==> config.mk <==
export PLATFORM = sky130hd
export DESIGN_NAME = systolic_skew_feeder
export DESIGN_NICKNAME = d
export VERILOG_FILES = /design/src/rtl/systolic_skew_feeder.sv
export SDC_FILE = /design/constraint.sdc
export NUM_CORES = 1
export LEC_CHECK = 0
export ABC_AREA = 1
export CORE_ASPECT_RATIO = 1.5
export CORE_MARGIN = 5
export CORE_UTILIZATION = 48
export DETAILED_ROUTE_END_ITERATION = 8
export PLACE_DENSITY = 0.67
export SYNTH_ARGS = -nofsm -noshare
export SYNTH_HDL_FRONTEND = slang
export SYNTH_SLANG_ARGS = --single-unit
==> constraint.sdc <==
create_clock -name i_clock -period 6.3 [get_ports i_clock]
set_input_delay 0.945 -clock i_clock [delete_from_list [all_inputs] [get_ports i_clock]]
set_output_delay 0.945 -clock i_clock [all_outputs]
set_load 0.005 [all_outputs]
==> src/rtl/systolic_skew_feeder.sv <==
// rtl/systolic_skew_feeder.sv - skewed A/B operand feeder with ping-pong matrix store for a systolic PE array
//
// Purpose: accepts one A column and one B row per handshake beat into two
// matrix banks, then streams each full bank as a gap-free burst of DIMENSION
// beats to the array edges. Lane k is delayed by k extra cycles, and every
// lane carries its own PE reset next to its data.
//
// Ports:
//   i_clock        clock
//   i_reset        synchronous reset, active-high
//   i_valid        upstream beat valid
//   o_ready        a bank can take a beat (low only when both banks are full)
//   i_a_vec        A[:,k], lane r = bits [r*I_BITS +: I_BITS]
//   i_b_vec        B[k,:], lane c = bits [c*I_BITS +: I_BITS]
//   o_a, o_b       skewed operands to array rows / columns
//   o_a_reset      per-row PE reset, skewed with o_a
//   o_b_reset      per-column PE reset, skewed with o_b
//   o_busy         streaming, or data / done pulse still in flight
//   o_matrix_done  one-cycle pulse when PE(D-1,D-1) shows its result
//   o_gap_count    (FEEDER_STATS_EN only) saturating count of GAP cycles
//
// Configuration macro: FEEDER_STATS_EN adds o_gap_count.

module systolic_skew_feeder #(
    parameter int DIMENSION = 4,
    parameter int I_BITS    = 8
) (
    input  logic                          i_clock,
    input  logic                          i_reset,
    input  logic                          i_valid,
    output logic                          o_ready,
    input  logic [DIMENSION*I_BITS-1:0]   i_a_vec,
    input  logic [DIMENSION*I_BITS-1:0]   i_b_vec,
    output logic [DIMENSION*I_BITS-1:0]   o_a,
    output logic [DIMENSION*I_BITS-1:0]   o_b,
    output logic [DIMENSION-1:0]          o_a_reset,
    output logic [DIMENSION-1:0]          o_b_reset,
    output logic                          o_busy,
    output logic                          o_matrix_done
`ifdef FEEDER_STATS_EN
    ,
    output logic [15:0]                   o_gap_count
`endif
);

    localparam int VW = DIMENSION * I_BITS;
    localparam int IW = (DIMENSION > 1) ? $clog2(DIMENSION) : 1;
    localparam logic [IW-1:0] LAST_BEAT = IW'(DIMENSION - 1);

    typedef enum logic [1:0] {
        ST_IDLE   = 2'd0,
        ST_STREAM = 2'd1,
        ST_GAP    = 2'd2
    } state_t;

    state_t          state;
    logic [1:0]      bank_full;
    logic            wr_sel;
    logic            rd_sel;
    logic [IW-1:0]   wr_idx;
    logic [IW-1:0]   beat;

    logic [VW-1:0]   mem_a [2][DIMENSION];
    logic [VW-1:0]   mem_b [2][DIMENSION];

    logic            accept;
    logic            last_issue;
    logic [VW-1:0]   slot_a;
    logic [VW-1:0]   slot_b;
    logic            slot_rst;

    logic [2*DIMENSION-1:0] done_sr;
    logic [DIMENSION-1:0]   lane_live;

    assign o_ready    = ~&bank_full;
    assign accept     = i_valid && o_ready;
    assign last_issue = (state == ST_STREAM) && (beat == LAST_BEAT);

    // Matrix store. No reset needed: bank_full and the indices gate every read.
    always_ff @(posedge i_clock) begin
        if (accept) begin
            mem_a[wr_sel][wr_idx] <= i_a_vec;
            mem_b[wr_sel][wr_idx] <= i_b_vec;
        end
    end

    // Write side and issue FSM. Banks are consumed in the order they were
    // filled, so one toggling pointer per side keeps them in step; the write
    // pointer can only land on a full bank when both banks are full.
    always_ff @(posedge i_clock) begin
        if (i_reset) begin
            state     <= ST_IDLE;
            bank_full <= 2'b00;
            wr_sel    <= 1'b0;
            rd_sel    <= 1'b0;
            wr_idx    <= '0;
            beat      <= '0;
        end else begin
            if (accept) begin
                if (wr_idx == LAST_BEAT) begin
                    bank_full[wr_sel] <= 1'b1;
                    wr_sel            <= ~wr_sel;
                    wr_idx            <= '0;
                end else begin
                    wr_idx <= wr_idx + IW'(1);
                end
            end

            case (state)
                ST_IDLE, ST_GAP: begin
                    if (bank_full[rd_sel]) begin
                        state <= ST_STREAM;
                        beat  <= '0;
                    end
                end
                ST_STREAM: begin
                    if (beat == LAST_BEAT) begin
                        bank_full[rd_sel] <= 1'b0;
                        rd_sel            <= ~rd_sel;
                        beat              <= '0;
                        // Chain straight into the next matrix only if it was
                        // already full this cycle; a bank completing on this
                        // same edge costs exactly one GAP cycle.
                        state <= bank_full[~rd_sel] ? ST_STREAM : ST_GAP;
                    end else begin
                        beat <= beat + IW'(1);
                    end
                end
                default: state <= ST_IDLE;
            endcase
        end
    end

    // Issue slot for this cycle; outside a burst it carries the PE reset.
    always_comb begin
        slot_a   = '0;
        slot_b   = '0;
        slot_rst = 1'b1;
        if (state == ST_STREAM) begin
            slot_a   = mem_a[rd_sel][beat];
            slot_b   = mem_b[rd_sel][beat];
            slot_rst = 1'b0;
        end
    end

    // Done timing: lane D-1 lands D cycles after issue, then D-1 PE hops and
    // the accumulate edge. A plain shift line keeps one timestamp per matrix,
    // so overlapping matrices each get their own pulse.
    always_ff @(posedge i_clock) begin
        if (i_reset) begin
            done_sr <= '0;
        end else begin
            done_sr <= {done_sr[2*DIMENSION-2:0], last_issue};
        end
    end

    assign o_matrix_done = done_sr[2*DIMENSION-1];

    // Skew pipes: lane r is r+1 registers deep. A and B lanes share one reset
    // pipe since both edges see the same slot reset.
    for (genvar r = 0; r < DIMENSION; r++) begin : g_lane
        logic [I_BITS-1:0] a_sr [0:r];
        logic [I_BITS-1:0] b_sr [0:r];
        logic [r:0]        rst_sr;

        always_ff @(posedge i_clock) begin
            if (i_reset) begin
                for (int s = 0; s <= r; s++) begin
                    a_sr[s] <= '0;
                    b_sr[s] <= '0;
                end
                rst_sr <= '1;
            end else begin
                a_sr[0]   <= slot_a[r*I_BITS +: I_BITS];
                b_sr[0]   <= slot_b[r*I_BITS +: I_BITS];
                rst_sr[0] <= slot_rst;
                for (int s = 1; s <= r; s++) begin
                    a_sr[s]   <= a_sr[s-1];
                    b_sr[s]   <= b_sr[s-1];
                    rst_sr[s] <= rst_sr[s-1];
                end
            end
        end

        assign o_a[r*I_BITS +: I_BITS] = a_sr[r];
        assign o_b[r*I_BITS +: I_BITS] = b_sr[r];
        assign o_a_reset[r]            = rst_sr[r];
        assign o_b_reset[r]            = rst_sr[r];
        assign lane_live[r]            = ~&rst_sr;
    end

    assign o_busy = (state == ST_STREAM) || (|lane_live) || (|done_sr);

`ifdef FEEDER_STATS_EN
    always_ff @(posedge i_clock) begin
        if (i_reset) begin
            o_gap_count <= '0;
        end else if ((state == ST_GAP) && (o_gap_count != 16'hFFFF)) begin
            o_gap_count <= o_gap_count + 16'd1;
        end
    end
`endif

endmodule

Word level (Yosys, flattened, before mapping)

Memories as Yosys holds them, arrays and structs flattened. A register that Yosys moved wholly into a read port is not among the register bits.
Index checks and enable logic that the tools add are counted.

Flip-flop bits (word level): 28
Memory bits (writable): 672
Memories: 10

Memories:

| memory         | words | width | read ports | clocked after memory_dff | write ports | line | text |
|---|---|---|---|---|---|---|---|
| mem_a          | 2     | 128   | 1          | 1                        | 1           | 63   | `logic [VW-1:0] mem_a [2][DIMENSION];` |
| mem_b          | 2     | 128   | 1          | 1                        | 1           | 64   | `logic [VW-1:0] mem_b [2][DIMENSION];` |
| g_lane[3].a_sr | 4     | 8     | 4          | 0                        | 4           | 162  | `logic [I_BITS-1:0] a_sr [0:r];` |
| g_lane[3].b_sr | 4     | 8     | 4          | 0                        | 4           | 163  | `logic [I_BITS-1:0] b_sr [0:r];` |
| g_lane[2].a_sr | 3     | 8     | 3          | 0                        | 3           | 162  |  |
| g_lane[2].b_sr | 3     | 8     | 3          | 0                        | 3           | 163  |  |
| +4 memories    | n/a   | n/a   | n/a        | n/a                      | n/a         | n/a  |  |

$add $sub $neg: 2
Bitwise gates (word level): 25
Equality and inequality tests: 6
Reductions and logical operators: 27
Mux-type cells: 63
$lt $le $gt $ge: 8

Operators by type and width:

| operator                                                  | number |
|---|---|
| two-way mux 32 bit                                        | 7 |
| two-way mux 8 bit                                         | 20 |
| binary-select mux 32 bit (select 2 bit)                   | 2 |
| two-way mux 128 bit                                       | 1 |
| demux 32 bit (select 2 bit)                               | 1 |
| OR reduction 8 bit                                        | 3 |
| two-way mux 2 bit                                         | 11 |
| bitwise OR 1 bit                                          | 18 |
| two-way mux 1 bit                                         | 17 |
| AND reduction 2 bit                                       | 6 |
| one-hot mux 2 bit (2 select lines)                        | 2 |
| == test 2 bit (second input constant)                     | 3 |
| greater-or-equal comparator 3 bit (second input constant) | 2 |
| < comparator 1 x 2 -> 1 bit (second input constant)       | 3 |
| NOT 2 -> 3 bit                                            | 2 |
| logical AND 1 bit                                         | 5 |
| zero test 1 bit                                           | 5 |
| adder 2 x 1 -> 2 bit (second input constant)              | 2 |
| inequality test 2 bit (second input constant)             | 2 |
| AND reduction 4 bit                                       | 1 |
| OR reduction 4 bit                                        | 1 |
| < comparator 3 x 1 -> 1 bit (second input constant)       | 1 |
| AND reduction 3 bit                                       | 1 |
| AND 2 bit                                                 | 1 |
| other kinds (10)                                          | 14 |

Logic depth before layout (Yosys ltp)

Word-level depth: 11
Gate-level depth with buffers: 9
Mapped depth without buffers: 6

Worst setup path after synthesis

Ideal clock, no wire load.

Path type: input to register
Start point: input i_valid
End point: memory mem_a[0][100] (netlist name), enable pin
Library setup time: 0.565 ns
Path slack: 0.227 ns
Data arrival time: 5.508 ns
Buffers on the path: 1
Stages on the path: 3
Path through: nand2_1 > buf_2 > nor3_1

Word-level cells in the longest chain between the ends: 3

RTL lines:

| item                                      | line | text |
|---|---|---|
| from (decl)                               | 30   | `input logic i_valid,` |
| logical AND 1 bit                         | 76   | `assign accept = i_valid && o_ready;` |
| two-way mux 1 bit                         | 81   | `if (accept) begin` |
| two-way mux 128 bit (implied by the code) | 82   | `mem_a[wr_sel][wr_idx] <= i_a_vec;` |
| to (decl)                                 | 63   |  |

Every way passes these cells.

==> flow_summary.yaml <==
run_status:
  status: "finished clean"
sta:
  slew_viol_final: 0
  whs_ns: 0.396
  setup_viol: 0
  setup_tns_ns: 0
  relSlewSlack_pct: 25.6
  clock.fmax_mhz: 339
  hold_viol: 0
  tightestPinTransition_ns: 1.12
  worst_slack_ns: 3.35
  clock_skew_ns: 0.0406
  rsz0062_at_grt: "false"
  min_period_ns: 2.95
  post-route-period-util_pct: 46.9
placed_design:
  port_buffers: 141
  placed_area_mm2: 0.0292
  gp_congestion: 0.733
  place_ws_ns: 2.72
  dp_cells: 3512
  dp_hpwl_mm: 31.4
clock_network:
  clkTransAtPathRegs_ns: 0.06
  cts.sinks: 695
  holdBufCountCts: 0
  cts_resized: 0
  tritoncts: "built"
  insertion_delay_ns: 0.64
  cts-buffers-inserted: 61
  cts_root_buffer: "clkbuf_16"
  cts-htree-levels: 2
  clockBufferDepth: 3
  cts_setup_buffers: 0
layout:
  finalInstanceArea_mm2: 0.0314
  drive_above_1_share_pct: 5.10
  final_util_pct: 55.4
  syn2layout_area_growth_pct: 14.2
  final_nets: 2884
  fin_cells: 3632
worst_setup_path:
  cpMaxStageDelayCell: "buf_4"
  cp_num_buf_inv: 2
  r2r_end: "g_lane[1].b_sr[0][5]"
  cp.arrival_ns: 3.47
  setup.worst_path.start_class: "flop"
  reg2reg_slack_ns: 3.35
  path_cells: "buf_4 > buf_4 > nand2_1 > nand3_1 > nand3_1 > nand2_1 > nor2_1"
  crit_type: "flop to flop"
  endpoint_kind: "flop"
  required_ns: 6.82
  worst-path-max-fanout: 88
  crit_family: "buffers and inverters"
  slowest_delay_ns: 0.84
  r2r_cells: 7
grt:
  grt_max_degree: 186
  grt_overflow: 0
  grt_pass1_vias: 17800
  grt_usage_pct: 18.4
  grt_pass1_wl_mm: 91.5
  antenna_found_initial: 6
power_and_ir_drop:
  power_mw: 9.60
  power_leakage_nw: 13.2
  p_per_area_mw_per_mm2: 305
  ir_worst_vdd_v: 0.000228
worst_hold_path:
  whs_endpoint: "g_lane[2].a_sr[0][11]"
  holdCritStartpoint: "g_lane[2].a_sr[0][3]"
  hp-class: "flop to flop"
  hold_depth: 2
synthesis:
  synth.area.top_cells: "edfxtp_1 56%, dfxtp_1 13%, nand2_1 9.0%, inv_1 8.6%, nand3_1 5.9%"
  synth_top_family_by_area: "simple AND/OR/NAND/NOR gates"
  synth-edff-count: 512
  synthDistinctLibCells: 21
  ys_top_cells_by_count: "659 x nand2_1, 629 x inv_1, 512 x edfxtp_1"
  muxShareOfSynthArea_pct: 0
  ys_warn_count: 0
  synth_top_area_share_pct: 55.9
  synth_adder_area_share_pct: 0.227
  synth_compound_area_share_pct: 0.259
  yosys.area_share.simple_pct: 18.5
  yosysTopAreaCell: "edfxtp_1"
  yosysSeqAreaShare_pct: 69.2
  ys.flop_type: "edfxtp_1"
  synth-seq-cells: 695
  syn_inst: 2740
  synth.most_common_cell: "nand2_1"
  syn-mean-instance-area_um2: 10.0
  synth_area_mm2: 0.0275
  synth_xor_area_share_pct: 0
  synth_nets: 2812
  synth-async-reset-ratio_pct: 0
routing:
  dr.pass1.iters: 5
  num_vias: 17400
  wl_mm: 57.1
  viasPerCell: 4.79
  ant_nets: 0
  post_drt_wl_per_cell_um: 15.7
  post-route-drc-count: 0
  first_iter_violations: 1104
floorplanning:
  dieArea_mm2: 0.0623
  die_y_um: 303
  core_mm2: 0.0568
  io_pins: 142
  row_count: 107
  die_w_um: 206
  start_util_pct: 48.5
run:
  cap_violations: 0
## worst max path at each step
stage	to	slack (ns)	cells past startpoint
2_1_floorplan	mem_a[0][100]	0.23	3
3_3_place_gp	mem_a[1][15]	2.69	6
3_5_place_dp	mem_a[1][15]	2.72	6
4_1_cts	g_lane[1].b_sr[0][5]	3.38	7
5_1_grt	g_lane[1].a_sr[0][5]	3.16	7
6_report	g_lane[1].b_sr[0][5]	3.35	7
## worst register-to-register path: stages (launching register included)
cell     delay, ns
dfxtp_4       0.70
buf_4         0.66
buf_4         0.86
nand2_1       0.23
nand3_1       0.13
nand3_1       0.11
nand2_1       0.14
nor2_1        0.04
## cell families (layout without fill, tap and decap cells)
family | Yosys count | in the layout
and+or+nand+nor | 1236 | 1236
buffers and inverters | 790 | 915
DFF | 695 | 695
AOI/OAI and AO/OA | 14 | 14
adders and majority gates | 5 | 5
other | 0 | 4
## power breakdown
group          switching [mW]  internal [mW]
combinational           0.392          0.201
clock                    1.63           2.29
sequential             0.0491           5.03
total                    2.07           7.52
## routing by layer
metal	track usage [%]	share of wire (%)
met4	6.26	2.6
met3	3.18	5.8
met2	33.5	52
met5	0	0.082
met1	22.1	40
## cells in the final DEF (no fill, tap or decap)
cell	Yosys	final
buf_4	39	25
ha_1	5	5
clkinvlp_4	0	1
clkbuf_8	0	17
clkbuf_1	17	11
o21ai_0	3	3
clkdlybuf4s50_1	0	140
nor2_4	2	3
dfxtp_1	183	180
inv_8	0	2
nand4_1	3	3
clkinv_16	0	1
edfxtp_1	512	512
nand2_1	659	659
inv_1	629	628
a21oi_1	9	9
nor2_1	237	236
clkbuf_16	0	65
clkinv_2	0	11
inv_4	0	1
or2_2	1	1
clkinv_1	0	3
nor3_1	7	1
bufinv_16	0	5
nor3_2	0	6
diode_2	0	4
dfxtp_4	0	3
nand3_1	327	327
inv_2	5	3
o21ai_1	1	1
a31oi_1	1	1
inv_6	0	2
## area by class of cell
cell class,count,area (um^2)
Tap cell,763,955
Fill cell,4780,25300
Clock buffer,93,1900
Timing Repair Buffer,165,1590
Sequential cell,695,19000
Clock inverter,23,278
Inverter,634,2390
Antenna cell,4,10.0
Multi-Input combinational cell,1255,5250
## registers in the layout, indices dropped and copies added (netlist names), named ones only
| name | flops |
|---|---|
| mem_a | 256 |
| mem_b | 256 |
| g_lane.a_sr | 80 |
| g_lane.b_sr | 80 |
| done_sr | 8 |
| g_lane.rst_sr | 4 |
| bank_full | 2 |
| beat | 2 |
| state | 2 |
| wr_idx | 2 |
| rd_sel | 1 |
| wr_sel | 1 |
No activity file was read; power rests on OpenSTA's default activity.
